File: config.mk
export PLATFORM = sky130hd
export DESIGN_NAME = udt_tx_sched
export DESIGN_NICKNAME = d
export VERILOG_FILES = /design/src/rtl/udt_tx_sched.sv
export SDC_FILE = /design/constraint.sdc
export NUM_CORES = 1
export LEC_CHECK = 0
export BUFFER_PORTS_ARGS = -buffer_cell sky130_fd_sc_hd__buf_2
export CAP_MARGIN = 20
export CORE_MARGIN = 2
export CORE_UTILIZATION = 49
export DETAILED_ROUTE_END_ITERATION = 6
export MAX_ROUTING_LAYER = met4
export PLACE_DENSITY = 0.86
export SYNTH_ARGS = -nofsm -noshare
export SYNTH_HDL_FRONTEND = slang
export SYNTH_SLANG_ARGS = --single-unit
File: constraint.sdc
create_clock -name clk -period 2.1 [get_ports clk]
set_input_delay 0.105 -clock clk [delete_from_list [all_inputs] [get_ports clk]]
set_output_delay 0.105 -clock clk [all_outputs]
set_load 0.02 [all_outputs]
File: src/rtl/udt_tx_sched.sv
// Transmit packet scheduler for the UDT core: fixed-priority arbitration with data fairness,
// valid/ready hand-off to the encoder and close tracking. Optional macro: UDT_KEEPALIVE_TIMER_EN.
module udt_tx_sched #(
  parameter int unsigned KA_PERIOD  = 100000,
  parameter int unsigned CTRL_BURST = 4
) (
  input  logic       clk,
  input  logic       core_rst_n,
  input  logic       sched_en,
  input  logic       req_handshake,
  input  logic       req_keep_live,
  input  logic       req_ack,
  input  logic       req_nak,
  input  logic       req_ack2,
  input  logic       req_close,
  input  logic       data_req,
  output logic       sel_valid,
  input  logic       sel_ready,
  output logic [2:0] sel_type,
  output logic       data_gnt,
  input  logic       pkt_done,
  output logic       busy,
  output logic       closed,
  output logic [5:0] pend
);

  typedef enum logic [1:0] {S_IDLE, S_ISSUE, S_BUSY, S_CLOSED} state_e;

  localparam logic [2:0] T_HS = 3'd0, T_KA = 3'd1, T_ACK = 3'd2, T_NAK = 3'd3;
  localparam logic [2:0] T_CLOSE = 3'd5, T_ACK2 = 3'd6, T_DATA = 3'd7;
  localparam int P_KA = 0, P_ACK2 = 1, P_ACK = 2, P_NAK = 3, P_HS = 4, P_CLOSE = 5;
  localparam int RUN_W = $clog2(CTRL_BURST + 1);
  localparam logic [RUN_W-1:0] RUN_MAX = RUN_W'(CTRL_BURST);

  state_e           state_q, state_d;
  logic             sel_valid_q, sel_valid_d;
  logic [2:0]       sel_type_q, sel_type_d;
  logic             data_gnt_q, data_gnt_d;
  logic             busy_q, busy_d;
  logic             closed_q, closed_d;
  logic [5:0]       pend_q, pend_d;
  logic [RUN_W-1:0] ctrl_run_q, ctrl_run_d;

  logic       accept;
  logic       ka_src;
  logic       cand_valid;
  logic [2:0] cand_type;
  logic [5:0] clr;

  assign accept = sel_valid_q & sel_ready;

`ifdef UDT_KEEPALIVE_TIMER_EN
  logic [31:0] ka_cnt_q, ka_cnt_d;
  logic        ka_fire;

  always_comb begin
    ka_fire  = 1'b0;
    ka_cnt_d = ka_cnt_q;
    if (accept) begin
      ka_cnt_d = '0;
    end else if (state_q != S_CLOSED) begin
      if (ka_cnt_q == 32'(KA_PERIOD - 1)) begin
        ka_fire  = 1'b1;
        ka_cnt_d = '0;
      end else begin
        ka_cnt_d = ka_cnt_q + 32'd1;
      end
    end
  end

  always_ff @(posedge clk) begin
    if (!core_rst_n) ka_cnt_q <= '0;
    else             ka_cnt_q <= ka_cnt_d;
  end

  assign ka_src = req_keep_live | ka_fire;
`else
  wire [31:0] ka_period_unused = KA_PERIOD;
  assign ka_src = req_keep_live;
`endif

  // NOTE: every combinational output gets a default first so no path infers a latch.
  always_comb begin
    cand_valid = 1'b1;
    cand_type  = T_DATA;
    if      (pend_q[P_CLOSE])                   cand_type = T_CLOSE;
    else if (pend_q[P_HS])                      cand_type = T_HS;
    else if (data_req && ctrl_run_q == RUN_MAX) cand_type = T_DATA;
    else if (pend_q[P_NAK])                     cand_type = T_NAK;
    else if (pend_q[P_ACK])                     cand_type = T_ACK;
    else if (pend_q[P_ACK2])                    cand_type = T_ACK2;
    else if (pend_q[P_KA])                      cand_type = T_KA;
    else if (data_req)                          cand_type = T_DATA;
    else                                        cand_valid = 1'b0;
  end

  always_comb begin
    state_d    = state_q;
    sel_type_d = sel_type_q;
    unique case (state_q)
      S_IDLE: begin
        if (sched_en && cand_valid) begin
          state_d    = S_ISSUE;
          sel_type_d = cand_type;
        end
      end
      S_ISSUE: if (accept) state_d = S_BUSY;
      S_BUSY:  if (pkt_done) state_d = (sel_type_q == T_CLOSE) ? S_CLOSED : S_IDLE;
      S_CLOSED: begin
        // Only a handshake may reopen the connection.
        if (sched_en && pend_q[P_HS]) begin
          state_d    = S_ISSUE;
          sel_type_d = T_HS;
        end
      end
    endcase

    sel_valid_d = (state_d == S_ISSUE);
    busy_d      = (state_d == S_ISSUE) || (state_d == S_BUSY);
    closed_d    = (state_d == S_CLOSED);
    // Registered grant: high in the first BUSY cycle after a data issue is taken.
    data_gnt_d  = accept && (sel_type_q == T_DATA);
  end

  always_comb begin
    clr = '0;
    if (accept) begin
      case (sel_type_q)
        T_CLOSE: clr[P_CLOSE] = 1'b1;
        T_HS:    clr[P_HS]    = 1'b1;
        T_NAK:   clr[P_NAK]   = 1'b1;
        T_ACK:   clr[P_ACK]   = 1'b1;
        T_ACK2:  clr[P_ACK2]  = 1'b1;
        T_KA:    clr[P_KA]    = 1'b1;
        default: ;
      endcase
    end
    // A pulse in the acceptance cycle wins over the clear, so no request is lost.
    pend_d = (pend_q & ~clr) | {req_close, req_handshake, req_nak, req_ack, req_ack2, ka_src};
    if (state_q == S_CLOSED) pend_d = {1'b0, pend_q[P_HS] | req_handshake, 4'b0000};

    ctrl_run_d = ctrl_run_q;
    if (!data_req) begin
      ctrl_run_d = '0;
    end else if (accept) begin
      if (sel_type_q == T_DATA) begin
        ctrl_run_d = '0;
      end else if ((sel_type_q == T_NAK || sel_type_q == T_ACK || sel_type_q == T_ACK2 ||
                    sel_type_q == T_KA) && ctrl_run_q != RUN_MAX) begin
        ctrl_run_d = ctrl_run_q + 1'b1;
      end
    end
  end

  // NOTE: sequential state updates use non-blocking assignments so all registers see pre-edge values.
  always_ff @(posedge clk) begin
    if (!core_rst_n) begin
      state_q     <= S_IDLE;
      sel_valid_q <= 1'b0;
      sel_type_q  <= 3'd0;
      data_gnt_q  <= 1'b0;
      busy_q      <= 1'b0;
      closed_q    <= 1'b0;
      pend_q      <= '0;
      ctrl_run_q  <= '0;
    end else begin
      state_q     <= state_d;
      sel_valid_q <= sel_valid_d;
      sel_type_q  <= sel_type_d;
      data_gnt_q  <= data_gnt_d;
      busy_q      <= busy_d;
      closed_q    <= closed_d;
      pend_q      <= pend_d;
      ctrl_run_q  <= ctrl_run_d;
    end
  end

  assign sel_valid = sel_valid_q;
  assign sel_type  = sel_type_q;
  assign data_gnt  = data_gnt_q;
  assign busy      = busy_q;
  assign closed    = closed_q;
  assign pend      = pend_q;

endmodule

==> results.json <==
{
  "synthAdderAreaFrac_pct": 5.62,
  "maxSlewViolCount": 0,
  "io_buffers": 24,
  "cp-end-kind": "flip-flop",
  "finClkSkew_ns": 0.00955,
  "hp-class": "input port to flip-flop",
  "grt_pass1_vias": 737,
  "yosys_warnings": 0,
  "gr-total-overflow": 0,
  "timing.fmax_mhz": 600,
  "insertion_delay_ns": 0.30,
  "wl_um": 1940,
  "p_per_area_mw_per_mm2": 680,
  "outcome": "finished with violations",
  "dr.first_iter.drc_count": 17,
  "cts_tree": "done",
  "vias": 846,
  "die_w_um": 46.6,
  "layout_commonest_cell": "buf_2",
  "multi_input_area_um2": 488,
  "cts-root-buf": "clkbuf_4",
  "holdPathEnd": "pend[2]$_SDFF_PP0_",
  "place_inst": 151,
  "avgRoutedWirePerCell_um": 12.5,
  "drt_first_pass_iters": 4,
  "critPathKind": "flip-flop to flip-flop",
  "synth_cell_type_count": 30,
  "post_cts_buffers": 0,
  "synthMuxAreaShare_pct": 0,
  "synth_xor_area_share_pct": 0.983,
  "cts_buffers": 3,
  "regToRegStartpoint": "pend[5]$_SDFF_PP0_",
  "arrival_ns": 1.91,
  "die_h_um": 46.6,
  "post_cts_resized": 0,
  "reg2reg_depth": 5,
  "grt_pass1_wl_um": 2960,
  "rsz0062_at_grt": "false",
  "cts_buffer_depth": 2,
  "start_util_pct": 51.6,
  "p_leak_nw": 0.466,
  "row_count": 15,
  "core_mm2": 0.00173,
  "tightest_slew_ns": 0.417,
  "grt_antenna_before_repair": 0,
  "layout_min_cycle_time_ns": 1.67,
  "synth_top_family_by_area": "simple AND/OR/NAND/NOR gates",
  "n_fill_cell": 169,
  "synth_area_leaders": "dfxtp_1, a21oi_1, ha_1",
  "synth-simple-area-share_pct": 26.3,
  "final_layout_size_suffix_gt1_share_pct": 23.8,
  "ff2ff_setup_slack_ns": 0.43,
  "die-area_mm2": 0.00218,
  "ys_ff_latch": 18,
  "cp-start-kind": "flip-flop",
  "nets": 147,
  "cp_max_fo": 6,
  "slew_headroom_pct": 72.0,
  "syn_to_final_growth_pct": 20.1,
  "cp.required_ns": 2.34,
  "grt_max_degree": 13,
  "diodes": 0,
  "synth_top_area_share_pct": 40.4,
  "clock-sinks": 18,
  "setup.worst_path.start": "pend[5]$_SDFF_PP0_",
  "hp-start": "req_ack",
  "synth-compound-area-share_pct": 21.9,
  "ant_nets": 0,
  "cap_violations": 0,
  "syn_nets": 120,
  "holdWs_ns": -0.00257,
  "hold_buffers": 0,
  "seq_area_um2": 360,
  "yosysTopAreaCell": "dfxtp_1",
  "clk_transition_reported_paths_ns": 0.11,
  "gp_congestion": 0.992,
  "post-route-period-util_pct": 79.4,
  "rr_endpoint": "busy$_SDFF_PN0_",
  "grtUsageTotal_pct": 20.2,
  "cts.htree.levels": 1,
  "final_cells": 155,
  "syn_area_per_cell_um2": 8.57,
  "ys_seq_area_share_pct": 40.4,
  "ir_drop_mv": 0.533,
  "fin_setup_tns_ns": 0,
  "failed_checks": "hold timing",
  "synth_area_um2": 891,
  "drc_errors": 0,
  "pin_count": 25,
  "hold_viol": 1,
  "layout_common_cells": "buf_2, dfxtp_1, a21oi_1",
  "finalSetupViolCount": 0,
  "synth_cells": 104,
  "hold_depth": 3,
  "hpwl_um": 1490,
  "vias_per_cell": 5.46
}
-- per-stage QoR --
step	hold WS [ns]	area (um^2)	power, mW	setup WS, ns	util [%]
final	-0.00257	1070	0.727	0.433	62.0
after global routing	0.00184	1070	0.760	0.305	62.0
after CTS	0.0000479	1070	0.731	0.462	62.0
after detailed placement	0.321	1030	0.516	0.491	59.9
after global placement	0.309	1030	0.513	0.531	59.9
after floorplan	0.222	891	0.472	0.452	-
-- worst max path at each step --
stage,cells after the start,endpoint,slack [ns]
6_report,5,busy$_SDFF_PN0_,0.43
5_1_grt,5,busy$_SDFF_PN0_,0.30
4_1_cts,5,busy$_SDFF_PN0_,0.46
3_5_place_dp,5,busy$_SDFF_PN0_,0.49
3_3_place_gp,5,busy$_SDFF_PN0_,0.53
2_1_floorplan,5,busy$_SDFF_PN0_,0.45
-- cells by family after synthesis --
family	count (synthesis)
simple gates	44
compound gates	26
fa+ha+maj	4
buf+inv	11
flops	18
xor+xnor	1
-- power breakdown --
part / switching (mW) / internal, mW
sequential: 0.0254 / 0.360
combinational: 0.0734 / 0.0488
clock: 0.113 / 0.106
-- cell type report --
type / instances / area share (%)
flip-flops and latches: 18 / 33.7
inverters: 9 / 3.16
well taps: 25 / 2.92
clock buffers: 4 / 3.39
repair buffers: 24 / 11.2
multi-input cells: 75 / 45.6
-- per-layer routing --
layer  GRT usage, %  vias up  share of wire, %
met5              -        -                 0
met4           14.4        0               2.5
met3           4.71        6               4.7
met2           30.8       27                47
met1           23.0      390                46
li1               -      423                 -
-- cell usage after synthesis (all sizes together) --
library cell,number
o311ai,1
nand3,6
a211oi,1
o31ai,3
o32ai,2
buf,1
nor2b,5
a2111oi,1
nand2,9
o2111ai,1
nor3b,1
and3b,1
nor2,7
a21oi,11
nor4,1
o21ai,2
dfxtp,18
and2,6
o211ai,1
nand4,3
xor2,1
nor3,4
or4,1
clkbuf,1
o21bai,1
inv,9
o211a,1
a31o,1
ha,4
-- critical path, cell delays in order, from the launching register on --
cell and delay [ns]:
dfxtp_1 0.44, nor4_2 0.09, a2111oi_4 0.49, o21bai_2 0.23, ha_1 0.25, nor2b_1 0.10
-- registers in the layout (all words and copies together) (netlist names) --
name        count
data_gnt        1
busy            1
sel_type        3
sel_valid       1
pend            6
ctrl_run_q      3
state_q         2
closed          1
No activity file was read; power rests on OpenSTA's default activity.
